**config.mk**
```make
export PLATFORM = sky130hd
export DESIGN_NAME = mano_cache_flat
export DESIGN_NICKNAME = d
export VERILOG_FILES = /design/src/rtl/mano_cache_if.sv /design/src/rtl/mano_cache.sv /design/src/flat_wrapper.sv
export SDC_FILE = /design/constraint.sdc
export NUM_CORES = 1
export LEC_CHECK = 0
export CAP_MARGIN = 20
export CORE_AREA = 2 2 184 186
export DETAILED_ROUTE_END_ITERATION = 10
export DIE_AREA = 0 0 186 188
export DONT_BUFFER_PORTS = 1
export PLACE_DENSITY = 0.81
export SYNTH_ARGS = -nofsm -noshare
export SYNTH_HDL_FRONTEND = slang
export SYNTH_SLANG_ARGS = --single-unit
```
**constraint.sdc**
```tcl
create_clock -name mclk -period 12.1 [get_ports mclk]
set_input_delay 3.63 -clock mclk [delete_from_list [all_inputs] [get_ports mclk]]
set_output_delay 3.63 -clock mclk [all_outputs]
set_load 0.01 [all_outputs]
```
**src/rtl/mano_cache_if.sv**
```systemverilog
// Control-path and main-memory signal bundle for mano_cache.
// slave is the cache's view; master is the control path plus main memory.
interface mano_cache_if #(
  parameter int DATAW = 16,
  parameter int ADDRW = 12
);
  logic             cs_mem_rd;
  logic             cs_mem_wr;
  logic [ADDRW-1:0] addr;
  logic [DATAW-1:0] wdata;
  logic [DATAW-1:0] rdata;
  logic             cache_hit;
  logic             mem_req;
  logic             mem_we;
  logic [ADDRW-1:0] mem_addr;
  logic [DATAW-1:0] mem_wdata;
  logic [DATAW-1:0] mem_rdata;
  logic             mem_ack;

  modport slave (
    input  cs_mem_rd, cs_mem_wr, addr, wdata, mem_rdata, mem_ack,
    output rdata, cache_hit, mem_req, mem_we, mem_addr, mem_wdata
  );

  modport master (
    output cs_mem_rd, cs_mem_wr, addr, wdata, mem_rdata, mem_ack,
    input  rdata, cache_hit, mem_req, mem_we, mem_addr, mem_wdata
  );
endinterface

```
**src/rtl/mano_cache.sv**
```systemverilog
// Direct-mapped, write-through, single-word-line cache for the MANO datapath.
// Define MANO_CACHE_STATS_EN to add saturating read hit/miss counters.
//
// state | meaning
// IDLE  | lookup; read hits answered combinationally, misses/writes latched
// FILL  | reading the missed word from main memory, waiting for mem_ack
// WRITE | writing the latched word through to main memory, waiting for mem_ack
// DONE  | one-cycle completion, rdata from the response register
module mano_cache #(
  parameter int DATAW = 16,
  parameter int ADDRW = 12,
  parameter int IDXW  = 4
) (
  input  logic        mclk,
  input  logic        mrst,
  mano_cache_if.slave bus
`ifdef MANO_CACHE_STATS_EN
  ,
  output logic [15:0] hit_cnt,
  output logic [15:0] miss_cnt
`endif
);
  localparam int TAGW  = ADDRW - IDXW;
  localparam int LINES = 1 << IDXW;

  typedef enum logic [1:0] {IDLE, FILL, WRITE, DONE} state_t;

  state_t           state_q, state_nx;
  logic [LINES-1:0] valid_q;
  logic [TAGW-1:0]  tag_q  [LINES];
  logic [DATAW-1:0] data_q [LINES];
  logic [ADDRW-1:0] addr_q;
  logic [DATAW-1:0] mem_wdata_q;
  logic [DATAW-1:0] resp_q;
  logic             mem_req_q;
  logic             mem_we_q;

  logic [IDXW-1:0]  idx, idx_q;
  logic [TAGW-1:0]  tag, tag_lat;
  logic             lookup_hit;
  logic             rd_hit;
  logic             line_we;
  logic [DATAW-1:0] line_wdata;

  assign idx        = bus.addr[IDXW-1:0];
  assign tag        = bus.addr[ADDRW-1:IDXW];
  assign idx_q      = addr_q[IDXW-1:0];
  assign tag_lat    = addr_q[ADDRW-1:IDXW];
  assign lookup_hit = valid_q[idx] && (tag_q[idx] == tag);
  assign rd_hit     = (state_q == IDLE) && bus.cs_mem_rd && !bus.cs_mem_wr && lookup_hit;
  assign line_we    = bus.mem_ack && ((state_q == FILL) || (state_q == WRITE));
  assign line_wdata = (state_q == FILL) ? bus.mem_rdata : mem_wdata_q;

  assign bus.mem_req   = mem_req_q;
  assign bus.mem_we    = mem_we_q;
  assign bus.mem_addr  = addr_q;
  assign bus.mem_wdata = mem_wdata_q;

  always_ff @(posedge mclk or posedge mrst) begin
    if (mrst) state_q <= IDLE;
    else      state_q <= state_nx;
  end

  always_comb begin
    state_nx      = state_q;
    bus.cache_hit = 1'b0;
    bus.rdata     = '0;
    case (state_q)
      IDLE: begin
        if (bus.cs_mem_wr) begin
          state_nx = WRITE;
        end else if (bus.cs_mem_rd && !lookup_hit) begin
          state_nx = FILL;
        end else begin
          bus.cache_hit = 1'b1;
          if (rd_hit) bus.rdata = data_q[idx];
        end
      end
      FILL, WRITE: begin
        if (bus.mem_ack) state_nx = DONE;
      end
      DONE: begin
        state_nx      = IDLE;
        bus.cache_hit = 1'b1;
        bus.rdata     = resp_q;
      end
      default: state_nx = IDLE;
    endcase
    // The sequencer must stay frozen while reset is held.
    if (mrst) begin
      bus.cache_hit = 1'b0;
      bus.rdata     = '0;
    end
  end

  // Memory-side outputs are registered from the next state so they are glitch-free.
  always_ff @(posedge mclk or posedge mrst) begin
    if (mrst) begin
      mem_req_q   <= 1'b0;
      mem_we_q    <= 1'b0;
      addr_q      <= '0;
      mem_wdata_q <= '0;
      resp_q      <= '0;
      valid_q     <= '0;
    end else begin
      mem_req_q <= (state_nx == FILL) || (state_nx == WRITE);
      mem_we_q  <= (state_nx == WRITE);
      if ((state_q == IDLE) && (state_nx != IDLE)) addr_q <= bus.addr;
      if ((state_q == IDLE) && bus.cs_mem_wr) mem_wdata_q <= bus.wdata;
      if (line_we) valid_q[idx_q] <= 1'b1;
      if ((state_q == FILL) && bus.mem_ack) resp_q <= bus.mem_rdata;
    end
  end

  always_ff @(posedge mclk) begin
    if (line_we) begin
      tag_q[idx_q]  <= tag_lat;
      data_q[idx_q] <= line_wdata;
    end
  end

`ifdef MANO_CACHE_STATS_EN
  always_ff @(posedge mclk or posedge mrst) begin
    if (mrst) begin
      hit_cnt  <= '0;
      miss_cnt <= '0;
    end else begin
      if (rd_hit && (hit_cnt != 16'hFFFF)) hit_cnt <= hit_cnt + 16'd1;
      if ((state_q == IDLE) && (state_nx == FILL) && (miss_cnt != 16'hFFFF))
        miss_cnt <= miss_cnt + 16'd1;
    end
  end
`endif

endmodule

```
**src/flat_wrapper.sv**
```systemverilog
// flat-port wrapper written by rule: the top's interface ports become plain ports
module mano_cache_flat 
#(
  parameter int DATAW = 16,
  parameter int ADDRW = 12,
  parameter int IDXW  = 4
)
  (mclk, mrst, bus_cs_mem_rd, bus_cs_mem_wr, bus_addr, bus_wdata, bus_mem_rdata, bus_mem_ack, bus_rdata, bus_cache_hit, bus_mem_req, bus_mem_we, bus_mem_addr, bus_mem_wdata);
  mano_cache_if #(.DATAW(DATAW), .ADDRW(ADDRW)) bus_i ();
  input  logic mclk;
  input  logic mrst;
  input wire logic [$bits(bus_i.cs_mem_rd)-1:0] bus_cs_mem_rd;
  input wire logic [$bits(bus_i.cs_mem_wr)-1:0] bus_cs_mem_wr;
  input wire logic [$bits(bus_i.addr)-1:0] bus_addr;
  input wire logic [$bits(bus_i.wdata)-1:0] bus_wdata;
  input wire logic [$bits(bus_i.mem_rdata)-1:0] bus_mem_rdata;
  input wire logic [$bits(bus_i.mem_ack)-1:0] bus_mem_ack;
  output wire logic [$bits(bus_i.rdata)-1:0] bus_rdata;
  output wire logic [$bits(bus_i.cache_hit)-1:0] bus_cache_hit;
  output wire logic [$bits(bus_i.mem_req)-1:0] bus_mem_req;
  output wire logic [$bits(bus_i.mem_we)-1:0] bus_mem_we;
  output wire logic [$bits(bus_i.mem_addr)-1:0] bus_mem_addr;
  output wire logic [$bits(bus_i.mem_wdata)-1:0] bus_mem_wdata;
  assign bus_i.cs_mem_rd = bus_cs_mem_rd;
  assign bus_i.cs_mem_wr = bus_cs_mem_wr;
  assign bus_i.addr = bus_addr;
  assign bus_i.wdata = bus_wdata;
  assign bus_i.mem_rdata = bus_mem_rdata;
  assign bus_i.mem_ack = bus_mem_ack;
  assign bus_rdata = bus_i.rdata;
  assign bus_cache_hit = bus_i.cache_hit;
  assign bus_mem_req = bus_i.mem_req;
  assign bus_mem_we = bus_i.mem_we;
  assign bus_mem_addr = bus_i.mem_addr;
  assign bus_mem_wdata = bus_i.mem_wdata;
  mano_cache #(.DATAW(DATAW), .ADDRW(ADDRW), .IDXW(IDXW)) u_core (.mclk(mclk), .mrst(mrst), .bus(bus_i));
endmodule
```
==> results.py, run 1 <==
metrics = {
    "worst_hold_path": {
        "hold_class": "reg -> reg",
        "whs_path_depth": 1,
        "hold_end": "u_core.valid_q[2]$_DFFE_PP0P_",
        "hp-start": "u_core.valid_q[2]$_DFFE_PP0P_",
    },
    "yosys": {
        "syn_inst": 874,
        "synth_edf_count": 384,
        "synth-seq-cells": 448,
        "syn-cell-area_mm2": 0.0180,
        "synth_seq_area_share_pct": 73.1,
        "syn_nets": 928,
        "synthDistinctLibCells": 48,
        "syn_avg_cell_area_um2": 20.5,
        "synth_flop_cell": "edfxtp_1",
        "yosys_warnings": 0,
        "synthArstFlopShare_pct": 14.3,
    },
    "setup_path": {
        "r2r-end": "u_core.bus.mem_addr[7]$_DFFE_PP0P_",
        "worst_ep_required_time_ns": 8.47,
        "path_cells": "mux4_2, or4b_2, nand2_1, or4b_2, nand3_4, o31ai_1",
        "max_stage_delay_ns": 0.84,
        "crit_slowest_cell": "o31ai_1",
        "r2r_start": "u_core.tag_q[7][1]$_DFFE_PP_",
        "worstSetupEndpointType": "output pin",
        "crit_type": "in -> out",
        "arrival_ns": 6.22,
        "rr_worst_depth": 9,
        "crit_top_cell": "or4b_2",
        "critPathMaxFanout": 94,
        "r2r_slack_ns": 8.27,
        "cp-start-kind": "input pin",
    },
    "die": {
        "die_w_um": 186,
        "start_util_pct": 54.2,
        "dieArea_mm2": 0.0350,
        "rows": 67,
        "io_pins": 96,
        "fp.coreArea_mm2": 0.0331,
        "fp.dieH_um": 188,
    },
    "clock_network": {
        "htree_levels": 2,
        "clock-root-buffer": "clkbuf_16",
        "cts_buffer_depth": 3,
        "cts_tree": "done",
        "cts_resized": 0,
        "clkTransAtPathRegs_ns": 0.06,
        "insertion_delay_ns": 0.54,
        "numCtsBuffers": 42,
        "postCtsSetupBuffers": 0,
        "cts.sinks": 448,
        "postCtsHoldBufs": 0,
    },
    "finish": {
        "register_area_mm2": 0.0131,
        "final_common_cell": "edfxtp_1",
        "nFillCells": 2197,
        "drive_gt1_share_pct": 31.1,
        "nets": 947,
        "layout_common_cells": "384 x edfxtp_1, 99 x mux4_2, 67 x mux2_2",
        "syn_to_final_growth_pct": 10.8,
        "multi_input_area_mm2": 0.00461,
    },
    "routing": {
        "drt-initial-drc-count": 994,
        "totalWireLength_um": 39700,
        "drc": 0,
        "wl_per_cell_um": 28.9,
        "postRouteAntennaNets": 0,
        "vias_per_cell": 6.37,
        "dr.pass1.iters": 5,
        "via_count": 8759,
    },
    "global_routing": {
        "grt_use_total_pct": 23.3,
        "overflow": 0,
        "grt_pass1_wl_um": 58500,
        "grt_max_degree": 101,
        "antenna_found_initial": 3,
        "grt_pass1_vias": 9000,
    },
    "timing": {
        "relSlewSlack_pct": 22.9,
        "hold_ws_ns": 0.466,
        "finClkSkew_ns": 0.0193,
        "hold_viol_final": 0,
        "setup_viol": 0,
        "clock.fmax_mhz": 101,
        "finalSetupTns_ns": 0,
        "fin_crit_ns": 9.85,
        "rsz0062_at_grt": "false",
        "worstMarginPinSlew_ns": 1.15,
        "maxSlewViolCount": 0,
        "post-route-period-util_pct": 81.4,
    },
    "place": {
        "post-dp-hpwl_um": 20300,
        "io_buffer_count": 0,
        "gp_congestion": 0.727,
    },
    "pwr": {
        "p_leak_uw": 0.00651,
        "p_per_area_mw_per_mm2": 220,
        "total_power_uw": 4370,
        "irDropWorstVdd_v": 0.000110,
    },
    "job": {
        "maxCapViolCount": 0,
    },
    "status": {
        "status": "completed",
    },
}
per-stage QoR:
step	instances	util, %	setup WS (ns)	instance area [µm²]
detailed placement	1296	55.7	2.33	18400
floorplan	874	-	2.77	18000
finish	1375	60.1	2.25	19900
CTS	1371	60.0	2.32	19900
global route	1375	60.1	2.19	19900
global placement	1296	55.7	2.43	18400
metal layers:
layer	track usage [%]	share of wire (%)
met1	30.9	38
met2	39.5	52
met3	4.56	8.1
met4	6.33	2.1
met5	0	0
layout make-up:
cell class,count,share of cell area (%)
diodes,3,0.0377
clock buffers,50,5.69
clock inverters,25,1.47
inverters,4,0.0755
multi-input cells,379,23.2
flip-flops and latches,448,66.0
well taps,448,2.82
repair buffers,18,0.711
registers in the layout (all words and copies together), names as in the netlist:
| signal | flops |
|---|---|
| u_core.bus.mem_addr | 12 |
| u_core.bus.mem_req | 1 |
| u_core.bus.mem_wdata | 16 |
| u_core.bus.mem_we | 1 |
| u_core.data_q | 256 |
| u_core.resp_q | 16 |
| u_core.state_q | 2 |
| u_core.tag_q | 128 |
| u_core.valid_q | 16 |
power by group:
part / leakage (µW) / internal, µW / switching, µW
Clock: 0.000691 / 798 / 552
Combinational: 0.00160 / 275 / 434
Sequential: 0.00422 / 2130 / 182
worst max-delay path by stage:
stage                          endpoint        start
after detailed placement  bus_rdata[15]  bus_addr[0]
final                     bus_rdata[15]  bus_addr[0]
after global placement    bus_rdata[15]  bus_addr[0]
after global routing      bus_rdata[15]  bus_addr[0]
after CTS                 bus_rdata[15]  bus_addr[0]
after floorplan           bus_rdata[10]  bus_addr[2]
synth_stat cells (3+ instances only):
library cell | count | area, µm²
edfxtp_1 | 384 | 11500
mux4_2 | 99 | 2230
mux2_2 | 67 | 754
dfrtp_1 | 64 | 1600
nand2_1 | 43 | 161
mux2i_1 | 21 | 210
nor2_1 | 21 | 78.8
buf_2 | 18 | 90.1
o31ai_1 | 18 | 135
or2_2 | 16 | 100
o21ai_0 | 11 | 55.1
buf_4 | 9 | 67.6
mux4_1 | 8 | 210
nor3_1 | 7 | 35.0
buf_1 | 6 | 22.5
nand4_1 | 6 | 37.5
nand4b_1 | 6 | 52.6
buf_6 | 5 | 56.3
ha_1 | 5 | 62.6
nand2b_1 | 5 | 31.3
a22oi_1 | 4 | 30.0
clkbuf_1 | 4 | 15.0
inv_1 | 4 | 15.0
nor2b_1 | 4 | 25.0
or3_1 | 4 | 25.0
a22o_1 | 3 | 26.3
and2_1 | 3 | 18.8
and4b_1 | 3 | 30.0
o22ai_1 | 3 | 18.8
cells by family (layout without fill, tap and decap cells):
logic type               after synthesis  after routing  share of synthesized area (%)
buffers and inverters                 47             97                           1.57
AO/OA/AOI/OAI                         46             46                           1.85
multiplexers                         195            195                           19.0
flip-flops                           448            448                           73.1
AND/OR/NAND/NOR                      129            129                           3.90
other                                  0              3                              0
adder cells (fa/ha/maj)                5              5                          0.348
XOR/XNOR                               4              4                          0.237
critical path: cells and delay by family:
family / cells / cell delay (ns)
and+or+nand+nor: 4 / 1.16
muxes: 1 / 0.53
AOI/OAI and AO/OA: 1 / 0.84
(Power assumes the default switching activity.)
==> run 2: changes to the inputs <==
- clock period: 12.1 -> 9.38 ns (I/O delays scaled with it)
==> results.py, run 2 (synthesis results as in run 1) <==
metrics = {
    "clock_network": {
        "clock-root-buffer": "clkbuf_16",
        "clkTransAtPathRegs_ns": 0.06,
        "cts_tree": "done",
        "insertion_delay_ns": 0.54,
        "cts_resized": 0,
        "htree_levels": 2,
        "postCtsHoldBufs": 0,
        "cts.sinks": 448,
        "cts_buffer_depth": 3,
        "postCtsSetupBuffers": 0,
        "numCtsBuffers": 42,
    },
    "global_routing": {
        "grt_pass1_vias": 9209,
        "grt_max_degree": 101,
        "antenna_found_initial": 1,
        "grt_use_total_pct": 23.9,
        "overflow": 0,
        "grt_pass1_wl_um": 60100,
    },
    "setup_path": {
        "max_stage_delay_ns": 0.67,
        "crit_slowest_cell": "o31ai_1",
        "arrival_ns": 5.44,
        "path_buf_inv": 1,
        "cp-start-kind": "input pin",
        "critPathMaxFanout": 94,
        "crit_family": "simple AND/OR/NAND/NOR gates",
        "worstSetupEndpointType": "output pin",
        "path_cells": "mux4_2, or4b_2, nand2_1, or4b_2, nand3_4, o31ai_1, buf_4",
        "crit_type": "in -> out",
        "worst_ep_required_time_ns": 6.57,
        "crit_top_cell": "or4b_2",
    },
    "finish": {
        "layout_common_cells": "384 x edfxtp_1, 99 x mux4_2, 67 x mux2_2",
        "final_common_cell": "edfxtp_1",
        "nFillCells": 2177,
        "reg_top3": "u_core.data_q x256, u_core.tag_q x128",
        "syn_to_final_growth_pct": 10.8,
        "nets": 951,
        "largest_register": "u_core.data_q",
        "drive_gt1_share_pct": 31.2,
        "largest_reg_flops": 256,
    },
    "status": {
        "status": "completed",
    },
    "timing": {
        "hold_viol_final": 0,
        "maxSlewViolCount": 0,
        "fin_crit_ns": 8.25,
        "clock.fmax_mhz": 121,
        "worstMarginPinSlew_ns": 1.14,
        "finalSetupTns_ns": 0,
        "rsz0062_at_grt": "false",
        "relSlewSlack_pct": 23.5,
        "setup_viol": 0,
        "finClkSkew_ns": 0.0141,
        "post-route-period-util_pct": 88.0,
        "hold_ws_ns": 0.460,
    },
    "pwr": {
        "total_power_uw": 5630,
        "p_per_area_mw_per_mm2": 283,
        "p_leak_uw": 0.00652,
        "irDropWorstVdd_v": 0.000165,
    },
    "routing": {
        "wl_met3_um": 3950,
        "vias_per_cell": 6.55,
        "via_count": 9036,
        "wl_per_cell_um": 29.8,
        "totalWireLength_um": 41200,
        "top_layer": "met4",
        "wl_met2_um": 21000,
        "dr.pass1.iters": 6,
        "drt-initial-drc-count": 1321,
        "drc": 0,
        "postRouteAntennaNets": 0,
        "met1_length_um": 14900,
    },
    "job": {
        "maxCapViolCount": 0,
    },
    "worst_hold_path": {
        "hold_class": "reg -> reg",
    },
    "place": {
        "gp_congestion": 0.754,
        "post-dp-hpwl_um": 21000,
        "io_buffer_count": 0,
    },
    "die": {
        "io_pins": 96,
        "start_util_pct": 54.2,
        "dieArea_mm2": 0.0350,
        "rows": 67,
        "die_w_um": 186,
        "fp.dieH_um": 188,
        "fp.coreArea_mm2": 0.0331,
    },
}
run 2: layout make-up:
cell class / instances / area, µm² / share of cell area [%]
multi-input cells: 379 / 4610 / 23.2
inverters: 4 / 15.0 / 0.0755
well taps: 448 / 561 / 2.82
flip-flops and latches: 448 / 13100 / 66.0
clock buffers: 59 / 1180 / 5.91
diodes: 2 / 5.00 / 0.0252
clock inverters: 18 / 196 / 0.988
repair buffers: 22 / 189 / 0.950
run 2: where the power goes:
| group | leakage (µW) | total (µW) | switching (µW) | internal (µW) |
|---|---|---|---|---|
| registers | 0.00422 | 3000 | 250 | 2750 |
| logic | 0.00163 | 907 | 551 | 356 |
| clock network | 0.000676 | 1720 | 734 | 989 |
run 2: per-stage QoR:
stage / instances / area [µm²] / utilization, % / worst slack (ns)
2_1_floorplan: 874 / 18000 / - / 1.68
3_3_place_gp: 1299 / 18500 / 55.8 / 1.29
3_5_place_dp: 1300 / 18500 / 55.8 / 1.24
4_1_cts: 1377 / 19900 / 60.0 / 1.16
5_1_grt: 1380 / 19900 / 60.1 / 1.00
6_report: 1380 / 19900 / 60.1 / 1.13
run 2: worst paths after layout:
check | from | endpoint | slack (ns) | cells after the start
max in group asynchronous | mrst | u_core.valid_q[12]$_DFFE_PP0P_ | 6.10 | 2
worst max-delay path | bus_addr[0] | bus_rdata[15] | 1.13 | 7
worst min register to register | u_core.valid_q[0]$_DFFE_PP0P_ | u_core.valid_q[0]$_DFFE_PP0P_ | 0.46 | 1
worst max register to register | u_core.tag_q[7][1]$_DFFE_PP_ | u_core.bus.mem_addr[8]$_DFFE_PP0P_ | 5.62 | 9
worst min-delay path | u_core.valid_q[0]$_DFFE_PP0P_ | u_core.valid_q[0]$_DFFE_PP0P_ | 0.46 | 1
min in group asynchronous | mrst | u_core.bus.mem_wdata[14]$_DFFE_PP0P_ | 2.27 | 1
run 2: routing by layer:
layer	GRT usage, %	vias to the layer above
li1	-	3634
met3	4.43	106
met5	0	-
met2	39.4	595
met1	32.1	4701
met4	8.63	0
==> run 3: changes to the inputs <==
- CORE_AREA: 2 2 184 186 -> 2 2 176 178
- DIE_AREA: 0 0 186 188 -> 0 0 178 180
- PLACE_DENSITY: 0.81 -> 0.86
==> results.py, run 3 (synthesis results as in run 1) <==
metrics = {
    "clock_network": {
        "postCtsHoldBufs": 0,
        "numCtsBuffers": 43,
        "htree_levels": 2,
        "clkTransAtPathRegs_ns": 0.06,
        "cts_tree": "done",
        "cts_buffer_depth": 3,
        "insertion_delay_ns": 0.55,
        "cts.sinks": 448,
        "cts_resized": 0,
        "clock-root-buffer": "clkbuf_16",
        "postCtsSetupBuffers": 0,
    },
    "routing": {
        "postRouteAntennaNets": 0,
        "dr.pass1.iters": 5,
        "wl_per_cell_um": 32.1,
        "totalWireLength_um": 42700,
        "via_count": 9330,
        "vias_per_cell": 7.02,
        "drt-initial-drc-count": 1338,
        "drc": 0,
    },
    "worst_hold_path": {
        "whs_path_depth": 1,
        "hp-start": "u_core.valid_q[14]$_DFFE_PP0P_",
        "hold_end": "u_core.valid_q[14]$_DFFE_PP0P_",
        "hold_class": "reg -> reg",
    },
    "finish": {
        "antenna_cells": 0,
        "final_common_cell": "edfxtp_1",
        "drive_gt1_share_pct": 31.9,
        "syn_to_final_growth_pct": 10.8,
        "largest_reg_flops": 256,
        "final_cell_area_mm2": 0.0199,
        "layout_common_cells": "384 x edfxtp_1, 99 x mux4_2, 67 x mux2_2",
        "largest_register": "u_core.data_q",
        "reg_top3": "u_core.data_q x256, u_core.tag_q x128",
        "fin_util_pct": 65.9,
        "nets": 953,
    },
    "place": {
        "placedInstanceArea_mm2": 0.0184,
        "post-dp-hpwl_um": 22300,
        "gp_congestion": 0.769,
        "post-place-ws_ns": 1.35,
        "io_buffer_count": 0,
    },
    "die": {
        "fp.dieH_um": 180,
        "die_w_um": 178,
        "dieArea_mm2": 0.0320,
        "rows": 64,
        "fp.coreArea_mm2": 0.0302,
        "start_util_pct": 59.5,
        "io_pins": 96,
    },
    "timing": {
        "setup_viol": 0,
        "rsz0062_at_grt": "false",
        "post-route-period-util_pct": 86.6,
        "hold_viol_final": 0,
        "finClkSkew_ns": 0.0113,
        "relSlewSlack_pct": 25.5,
        "worstMarginPinSlew_ns": 1.11,
        "finalSetupTns_ns": 0,
        "maxSlewViolCount": 0,
        "fin_crit_ns": 8.13,
        "clock.fmax_mhz": 123,
        "setup_slack_ns": 1.25,
    },
    "setup_path": {
        "worstSetupEndpointType": "output pin",
        "crit_type": "in -> out",
        "r2r-end": "u_core.bus.mem_addr[8]$_DFFE_PP0P_",
        "r2r_slack_ns": 5.49,
        "path_buf_inv": 1,
        "max_stage_delay_ns": 0.60,
        "cp-startpoint": "bus_addr[0]",
        "cp-start-kind": "input pin",
        "r2r_start": "u_core.tag_q[5][3]$_DFFE_PP_",
        "crit_slowest_cell": "o31ai_1",
        "crit_family": "multiplexers",
        "rr_worst_depth": 10,
        "critPathMaxFanout": 94,
        "worst_ep_required_time_ns": 6.57,
        "arrival_ns": 5.31,
        "path_cells": "mux4_2, mux2_2, or4_1, nand4_1, o2111ai_2, buf_4, o31ai_1",
    },
    "pwr": {
        "irDropWorstVdd_v": 0.000228,
        "total_power_uw": 5730,
        "p_leak_uw": 0.00657,
        "p_per_area_mw_per_mm2": 288,
    },
    "global_routing": {
        "antenna_found_initial": 0,
        "grt_pass1_vias": 9594,
        "grt_use_total_pct": 27.2,
        "grt_max_degree": 101,
        "grt_pass1_wl_um": 62500,
        "overflow": 0,
    },
    "status": {
        "status": "completed",
    },
    "job": {
        "maxCapViolCount": 0,
    },
}
-- run 3: stage by stage --
stage,cells,hold WS [ns]
CTS,1329,0.471
finish,1330,0.469
global route,1330,0.482
global placement,1249,0.444
floorplan,874,0.430
detailed placement,1249,0.445
-- run 3: area by class of cell --
class	count	area (µm²)
fill	1730	10300
sequential	448	13100
clock inverter	17	205
timing repair buffer	23	193
multi-input combinational	379	4600
inverter	4	16.3
clock buffer	63	1260
tap	396	495
-- run 3: how the worst max path moves through the flow --
stage,end,cells after the start
floorplan,bus_rdata[10],8
global placement,bus_cache_hit,6
detailed placement,bus_cache_hit,6
CTS,bus_cache_hit,6
global route,bus_cache_hit,6
finish,bus_cache_hit,7
-- run 3: routing by layer --
layer  global-route usage (%)  routed length [µm]  vias to the layer above
li1                         -                   -                     3636
met1                     36.8               15100                     4846
met2                     43.1               21100                      697
met3                     6.83                4820                      151
met4                     10.4                1680                        0
met5                        0                   0                        -
-- run 3: power by group --
group | leakage (µW) | switching [µW] | total [µW] | internal, µW
registers | 0.00422 | 261 | 3010 | 2750
logic | 0.00163 | 584 | 948 | 364
clock network | 0.000719 | 743 | 1770 | 1030
total | 0.00657 | 1590 | 5730 | 4140
